[src/rtl/dataflow_stage_sequencer.sv]
`default_nettype none
// ============================================================================
// Module : dataflow_stage_sequencer
// Brief  : ap_ctrl_hs start/ready/done sequencing for a PROC_NUM-stage
//          dataflow region, with start-token counters and no-progress watchdogs.
// Rev    : 1.0
// ============================================================================

module dataflow_stage_sequencer #(
  parameter int PROC_NUM    = 2,
  parameter int START_DEPTH = 2,
  parameter int MAX_INFL    = 4,
  parameter int WDOG_CYC    = 1024
) (
  input  logic                ap_clk,
  input  logic                ap_rst,
  input  logic                ap_start,
  output logic                ap_ready,
  output logic                ap_done,
  output logic                ap_idle,
  output logic [PROC_NUM-1:0] proc_start,
  input  logic [PROC_NUM-1:0] proc_ready,
  input  logic [PROC_NUM-1:0] proc_done,
  input  logic [PROC_NUM-1:0] proc_idle,
  output logic [PROC_NUM-1:0] blk_vec,
  output logic                stalled,
  output logic [31:0]         iter_cnt
);

  localparam int              WD_W       = $clog2(WDOG_CYC);
  localparam logic [WD_W-1:0] C_WD_MAX   = WD_W'(WDOG_CYC - 1);
  localparam logic [WD_W-1:0] C_WD_ONE   = WD_W'(1);
  localparam logic [3:0]      C_DEPTH    = 4'(START_DEPTH);
  localparam logic [3:0]      C_MAX_INFL = 4'(MAX_INFL);
  localparam int              LAST       = PROC_NUM - 1;

  typedef enum logic [1:0] {
    S_IDLE  = 2'd0,
    S_RUN   = 2'd1,
    S_STALL = 2'd2
  } state_t;

  state_t          r_state;
  logic [3:0]      r_tok [PROC_NUM];
  logic [3:0]      r_inflight;
  logic [WD_W-1:0] r_wd [PROC_NUM];

  logic [PROC_NUM-1:0] w_tok_nz;
  logic [PROC_NUM-1:0] w_down_full;
  logic [PROC_NUM-1:0] w_acc;
  logic [PROC_NUM-1:0] w_acc_up;
  logic [PROC_NUM-1:0] w_wd_clr;
  logic [PROC_NUM-1:0] w_wd_exp;
  logic                w_stall;
  logic                w_run;
  logic                w_dec;
  logic [3:0]          w_inflight_nxt;

  assign w_stall = (r_state == S_STALL);
  assign w_run   = (r_state == S_RUN);

  // r_tok[0] has no upstream producer and is held at zero.
  for (genvar gi = 0; gi < PROC_NUM; gi++) begin : g_stage
    assign w_tok_nz[gi] = (r_tok[gi] != 4'd0);
    if (gi == LAST) begin : g_last
      assign w_down_full[gi] = 1'b0;
    end else begin : g_mid
      assign w_down_full[gi] = (r_tok[gi+1] == C_DEPTH);
    end
    if (gi == 0) begin : g_first
      assign w_acc_up[gi]   = 1'b0;
      assign proc_start[gi] = ap_start & (r_inflight < C_MAX_INFL) & ~w_down_full[gi] & ~w_stall;
    end else begin : g_next
      assign w_acc_up[gi]   = w_acc[gi-1];
      assign proc_start[gi] = w_tok_nz[gi] & ~w_down_full[gi] & ~w_stall;
    end
    assign w_wd_clr[gi] = w_acc[gi] | proc_done[gi] | (proc_idle[gi] & ~proc_start[gi]);
    assign w_wd_exp[gi] = w_run & (r_wd[gi] == C_WD_MAX);
  end

  assign w_acc    = proc_start & proc_ready;
  assign ap_ready = w_acc[0];
  assign ap_idle  = (r_inflight == 4'd0) & (&proc_idle) & ~(|w_tok_nz);
  assign stalled  = |blk_vec;
  // A last-stage done with nothing in flight must not wrap the counter.
  assign w_dec    = proc_done[LAST] & (r_inflight != 4'd0);

  always_comb begin
    w_inflight_nxt = r_inflight;
    case ({w_acc[0], w_dec})
      2'b10:   w_inflight_nxt = r_inflight + 4'd1;
      2'b01:   w_inflight_nxt = r_inflight - 4'd1;
      default: w_inflight_nxt = r_inflight;
    endcase
  end

  always_ff @(posedge ap_clk) begin
    if (ap_rst) begin
      r_state    <= S_IDLE;
      r_inflight <= 4'd0;
      ap_done    <= 1'b0;
      iter_cnt   <= 32'd0;
      blk_vec    <= '0;
      for (int k = 0; k < PROC_NUM; k++) begin
        r_tok[k] <= 4'd0;
        r_wd[k]  <= '0;
      end
    end else begin
      r_inflight <= w_inflight_nxt;
      ap_done    <= proc_done[LAST];
      if (proc_done[LAST]) iter_cnt <= iter_cnt + 32'd1;
      blk_vec <= blk_vec | w_wd_exp;
      for (int k = 0; k < PROC_NUM; k++) begin
        if (k != 0) begin
          case ({w_acc_up[k], w_acc[k]})
            2'b10:   r_tok[k] <= r_tok[k] + 4'd1;
            2'b01:   r_tok[k] <= r_tok[k] - 4'd1;
            default: r_tok[k] <= r_tok[k];
          endcase
        end
        // Watchdogs run only in S_RUN and freeze once stalled.
        if (r_state == S_IDLE) r_wd[k] <= '0;
        else if (w_run)        r_wd[k] <= w_wd_clr[k] ? '0 : r_wd[k] + C_WD_ONE;
      end
      case (r_state)
        S_IDLE:  if (w_acc[0]) r_state <= S_RUN;
        S_RUN: begin
          if (|w_wd_exp)                                  r_state <= S_STALL;
          else if ((w_inflight_nxt == 4'd0) && !w_acc[0]) r_state <= S_IDLE;
        end
        S_STALL: r_state <= S_STALL;
        default: r_state <= S_IDLE;
      endcase
    end
  end

endmodule

`default_nettype wire

[config.mk]
export PLATFORM = sky130hd
export DESIGN_NAME = dataflow_stage_sequencer
export DESIGN_NICKNAME = d
export VERILOG_FILES = /design/src/rtl/dataflow_stage_sequencer.sv
export SDC_FILE = /design/constraint.sdc
export NUM_CORES = 1
export LEC_CHECK = 0
export BUFFER_PORTS_ARGS = -buffer_cell sky130_fd_sc_hd__buf_2
export CAP_MARGIN = 10
export CORE_MARGIN = 3
export CORE_UTILIZATION = 30
export DETAILED_ROUTE_END_ITERATION = 8
export GPL_ROUTABILITY_DRIVEN = 0
export GPL_TIMING_DRIVEN = 0
export PLACE_DENSITY = 0.57
export SLEW_MARGIN = 25
export SYNTH_ARGS = -nofsm -noshare
export SYNTH_HDL_FRONTEND = slang
export SYNTH_SLANG_ARGS = --single-unit
[constraint.sdc]
create_clock -name ap_clk -period 5.1 [get_ports ap_clk]
set_input_delay 1.02 -clock ap_clk [delete_from_list [all_inputs] [get_ports ap_clk]]
set_output_delay 1.02 -clock ap_clk [all_outputs]
set_load 0.01 [all_outputs]
## Word-level counts from Yosys, hierarchy flattened

Memories as Yosys holds them, arrays and structs flattened.
Index checks and enable logic that the tools add are counted.

| cells by class | value |
|---|---|
| add/sub/neg operators | 7 |
| magnitude comparators | 1 |
| equality and inequality tests | 11 |
| muxes and demuxes | 32 |
| bitwise logic cells | 29 |
| reductions and logical operators | 14 |

Operators with widths:

| cell | count |
|---|---|
| two-way mux 10 bit | 6 |
| adder 32 x 1 -> 32 bit, second input constant | 1 |
| adder 10 x 1 -> 10 bit, second input constant | 2 |
| equality test 10 bit, second input constant | 2 |
| two-way mux 1 bit | 18 |
| two-way mux 4 bit | 3 |
| nonzero test 4 bit | 3 |
| AND 1 bit | 11 |
| OR 1 bit | 11 |
| adder 4 x 1 -> 4 bit, second input constant | 2 |
| zero test 4 bit | 2 |
| case mux 4 bit (2 select lines) | 1 |
| OR reduction 2 bit | 4 |
| subtractor 4 x 1 -> 4 bit, second input constant | 2 |
| equality test 2 x 1 -> 1 bit, second input constant | 3 |
| equality test 2 bit, second input constant | 3 |
| two-way mux 2 bit | 3 |
| case mux 2 bit (3 select lines) | 1 |
| inverter 1 bit | 5 |
| equality test 4 x 2 -> 1 bit, second input constant | 1 |
| < comparator 4 x 3 -> 1 bit, second input constant | 1 |
| AND reduction 2 bit | 2 |
| != test 3 x 1 -> 1 bit, second input constant | 1 |
| AND 2 bit | 1 |
| 5 further kinds | 5 |

| word-level totals | value |
|---|---|
| bits in registers | 41 |
| memory bits (writable) | 28 |
| output and inout bits | 40 |
| memories | 2 |

Memory list:

| memory | words | bits a word | rd ports | clocked after Yosys merged registers in | wr ports | RTL line | RTL |
|---|---|---|---|---|---|---|---|
| r_wd | 2 | 10 | 2 | 0 | 2 | 46 | `logic [WD_W-1:0] r_wd [PROC_NUM];` |
| r_tok | 2 | 4 | 2 | 0 | 2 | 44 | `logic [3:0] r_tok [PROC_NUM];` |

## Logic depth before layout (Yosys ltp)

An unclocked memory read counts as a cell.

| depth | value |
|---|---|
| depth in word-level cells | 13 |
| gate-level depth with buffers | 12 |
| gate-level depth less buffers | 12 |

## Least setup slack after synthesis

OpenSTA, ideal clock, no wires.

| path | value |
|---|---|
| kind | input port to flip-flop |
| start point | in proc_ready[0] |
| end point | reg r_state[0] |
| library setup time | 140 ps |
| arrival time | 2899 ps |
| required time | 4960 ps |
| path slack | 2061 ps |
| stages | 11 |
| buffers on the path | 0 |
| cells stage by stage | nand2_1 -> nor4_4 -> inv_2 -> nand2_1 -> xnor2_1 -> ha_1 -> a21oi_1 -> xor2_1 -> o21a_1 -> a2111oi_1 -> a2111oi_2 |

| between the ends | value |
|---|---|
| cells in the longest elaborated chain, start to end | 7 |
| elaborated cells between the ends (all ways) | 10 |
| classes of those cells | 4 x eq/ne; 1 x mux; 1 x bitwise; 4 x reduce/logical |

RTL lines:

| item | RTL line | RTL |
|---|---|---|
| start: declaration | 22 | `input logic [PROC_NUM-1:0] proc_ready,` |
| AND 2 bit * | 81 | `assign w_acc = proc_start & proc_ready;` |
| equality test 2 x 1 -> 1 bit or equality test 2 bit (tied branches) | 90 | `case ({w_acc[0], w_dec})` |
| case mux 4 bit (2 select lines) | 90 |  |
| zero test 4 bit | 129 | `else if ((w_inflight_nxt == 4'd0) && !w_acc[0]) r_state <= S_IDLE;` |
| logical AND 1 bit | 129 |  |
| != test 3 x 1 -> 1 bit (no line) | - |  |
| AND reduction 2 bit (no line) * | - |  |
| end signal: assignment | 128 | `if (\|w_wd_exp) r_state <= S_STALL;` |
| end signal: assignment | 129 |  |
| end signal: assignment | 131 | `S_STALL: r_state <= S_STALL;` |
| end: declaration | 43 | `state_t r_state;` |

Every way passes the cells marked *; elsewhere a longest branch is shown, timed or not.
A chain may end at the register's enable or synchronous reset.

## Worst setup path in the final report

| path | value |
|---|---|
| start point | in ap_start |
| end point | reg r_state[0] |

| between the ends | value |
|---|---|
| cells in the longest elaborated chain, start to end | 10 |
| elaborated cells between the ends (all ways) | 13 |
| classes of those cells | 4 x eq/ne; 1 x mux; 4 x bitwise; 4 x reduce/logical |

RTL lines:

| item | RTL line | RTL |
|---|---|---|
| start: declaration | 17 | `input logic ap_start,` |
| AND 1 bit * (3 in series) | 72 | `assign proc_start[gi] = ap_start & (r_inflight < C_MAX_INFL) & ~w_down_full[gi] & ~w_stall;` |
| AND 2 bit * | 81 |  |
| equality test 2 x 1 -> 1 bit or equality test 2 bit (tied branches) | 90 |  |
| case mux 4 bit (2 select lines) | 90 |  |
| zero test 4 bit | 129 |  |
| logical AND 1 bit | 129 |  |
| != test 3 x 1 -> 1 bit (no line) | - |  |
| AND reduction 2 bit (no line) * | - |  |

Marks and branches as above.

==> summary.md <==
| Metric | Value |
|---|---|
| Slew @ Worst Pin | 0.648 ns |
| Synth area leader | dfxtp_1 |
| Status | completed |
| #FFs+latches synth | between 60 and 70 |
| Final period util | 0.623 |
| Most frequent cell after synthesis | nor2_1 |
| Fin util | 0.376 |
| Clock sinks | 65 |
| Root Driver | clkbuf_16 |
| Number of buffers on the longest clock path | 2 |
| Worst hold stages | 2 |
| Syn Nets | 382 |
| Top cells by count, synth | nor2_1 (73), dfxtp_1 (41), xnor2_1 (38), edfxtp_1 (24), nand2_1 (22) |
| Reg2reg path depth | 11 |
| GRT overflow | 0 |
| Place WS | around 1.6 ns |
| Worst-path maximum fanout | 7 |
| Min Clock Period, post-route | 3.18 ns |
| Req. time, crit path | 5.28 ns |
| Final Power | between 0.0015 and 0.002 W |
| Die Span Y | 112 µm |
| Hold crit path type | reg -> reg |
| Fin Clk Skew | ~0.0050 ns |
| Sequential Area | 1540 µm² |
| Netlist Area Pre-Place | 3390 µm² |
| Area of the multi-input gates | roughly 1700 µm² |
| Register area share after synthesis | 0.454 |
| Die Wd | 112 µm |
| Number of buffers added on ports | 48 |
| Max-cap violation count | 0 |
| Routed vias/inst | 4.68 |
| I/O pin total | 49 |
| Worst Hold End | blk_vec[1]$_SDFF_PP0_ |
| Initial DRC count | 69 |
| Leakage | between 1.5 and 2 nW |
| Synth area leaders | dfxtp_1 (24%), edfxtp_1 (21%), xnor2_1 (9.8%) |
| Post-synth EDFFs | 24 |
| Synth warn | 0 |
| F_max | between 300 and 400 MHz |
| Final wirelength | 7.31 mm |
| Post-route ant nets | 0 |
| Clock-pin transition on the worst setup and hold timing paths | about 0.050 ns |
| Layout area overhead | 21.1% |
| Peak VDD IR | 153 µV |
| Pwr per Cell Area | just under 400 nW/µm² |
| Antenna cells | 0 |
| Pin count of the biggest net entering global routing | 12 |
| Placed Cells | roughly 550 |
| Number of hold buffers added after CTS | 0 |
| Clk_lat worst skew | 0.33 ns |
| Initial antenna violation count | 0 |
| Clock buffer count from CTS | 9 |
| NumNets Final | 441 |
| # rows | 38 |
| Setup TNS Final | 0 ns |
| CTS tree | done |
| CP Capture Type | flip-flop |
| Fillers | 1140 |
| Average cell area after synthesis | 9.35 µm² |
| Worst reg2reg setup slack | 2.14 ns |
| First-pass GRT wire length | 12.6 mm |
| FF-to-FF Start | r_tok[1][0]$_SDFFCE_PP0P_ |
| Worst R2R End | r_state[0]$_SDFFE_PP0P_ |
| Gr usage total | 0.121 |
| DIE AREA | 12600 µm² |
| Yosys cell types | 44 |
| Via count | 2656 |
| Synth Instances | 363 |
| WL per Instance | 12.9 µm |
| Worst rel slew slack | 0.564 |
| Vias in the first global route | roughly 2700 |
| Final Non-Filler Cells | approximately 570 |
| Unrepaired setup endpoints after global routing | no |
| Max H-tree Level | 3 |
| Hpwl dp | 5.31 mm |
| Final-report hold violation count | 0 |
| Share of layout cells above drive strength 1 | 0.194 |
| Setup violators final | 0 |
| Hold path startpoint | blk_vec[1]$_SDFF_PP0_ |
| Worst endpoint data arrival time | 3.36 ns |
| Async SR Flop Fraction | 0 |
| First-pass DRT Iterations | 6 |
| Crit Path Category | in -> reg |
| Post-CTS Setup Inserts | 0 |
| Post_cts resized | 0 |
| Yosys top cell area share | 0.242 |
| Final WS setup | between 1.5 and 2 ns |
| Final Max Tran Viols | 0 |
| Top FF cell, synth | dfxtp_1 |
| DRC Markers | 0 |
| Initial Util | 0.310 |
| Core area | 10900 µm² |
| CP Launch Type | input pin |
==> worst max path at each step <==
stage | start | endpoint | slack, ns | cells past startpoint
finish | ap_start | r_state[0]$_SDFFE_PP0P_ | 1.92 | 12
floorplan | proc_ready[0] | r_state[0]$_SDFFE_PP0P_ | 2.06 | 11
detailed placement | ap_start | r_state[0]$_SDFFE_PP0P_ | 1.58 | 12
global route | ap_start | r_state[0]$_SDFFE_PP0P_ | 1.69 | 12
global placement | ap_start | r_state[0]$_SDFFE_PP0P_ | 1.66 | 12
CTS | ap_start | r_state[0]$_SDFFE_PP0P_ | 1.91 | 12
==> cells in the final DEF (no fill, tap or decap), types with 3 or more instances in the layout <==
master	count
o21ai_0	5
and3_1	4
inv_1	14
clkbuf_1	6
and4_1	6
xnor2_1	38
nand2b_1	6
nand4b_1	3
nor4_2	3
a21oi_1	7
buf_2	54
nor2_1	73
nor4_1	12
xor2_1	15
edfxtp_1	24
nand4_1	4
nand3_1	17
clkbuf_16	10
or3_1	5
dfxtp_1	41
mux2i_1	3
ha_1	9
nor3_1	16
nand2_1	22
==> metrics by stage <==
step | hold WS, ns | instance area, µm²
2_1_floorplan | 0.479 | 3390
3_3_place_gp | 0.485 | 3810
3_5_place_dp | 0.490 | 3810
4_1_cts | 0.501 | 4110
5_1_grt | 0.537 | 4110
6_report | 0.490 | 4110
==> layer usage <==
| layer | routed length [µm] | vias up | track usage | share of wire |
|---|---|---|---|---|
| met5 | 0 | - | 0 | 0 |
| met4 | 90 | 0 | 0.0417 | 0.012 |
| met3 | 346 | 11 | 0.0340 | 0.047 |
| met2 | 3300 | 51 | 0.199 | 0.45 |
| met1 | 3580 | 1226 | 0.153 | 0.49 |
| li1 | - | 1368 | - | - |
==> sequential cells by signal, summed over array words and instances (netlist names) <==
register and count:
r_wd 20, r_state 2, blk_vec 2, iter_cnt 32, ap_done 1, r_tok 4
r_inflight 4
==> cell type report <==
type,instances,area share
well taps,140,0.0426
inverters,15,0.0137
plain buffers,15,0.0192
clock buffers,13,0.0685
repair buffers,48,0.0584
multi-input cells,268,0.418
clock inverters,3,0.00487
flip-flops and latches,65,0.375
==> cells by family after synthesis <==
family	count (synthesis)	synth area share
AOI/OAI and AO/OA	21	0.0468
xor gates and xnor gates	53	0.137
adders and majority gates	10	0.0391
buffers and inverters	30	0.0398
DFF	65	0.454
muxes	3	0.00885
and+or+nand+nor	181	0.275
==> report_power, final <==
group | switching [W] | internal (W)
Sequential | 0.0000347 | 0.000575
Clock | 0.000223 | 0.000385
Combinational | 0.000213 | 0.000162
==> worst max-delay path, stage by stage <==
cell       delay (ns)
buf_2            0.08
nand2_1          0.12
nor4_4           0.45
inv_2            0.11
nand2_1          0.10
xnor2_1          0.07
ha_1             0.18
a21oi_1          0.30
xor2_1           0.11
o21a_1           0.19
a2111oi_1        0.51
a2111oi_2        0.13
Note: power is estimated with default switching activity, not from simulation.
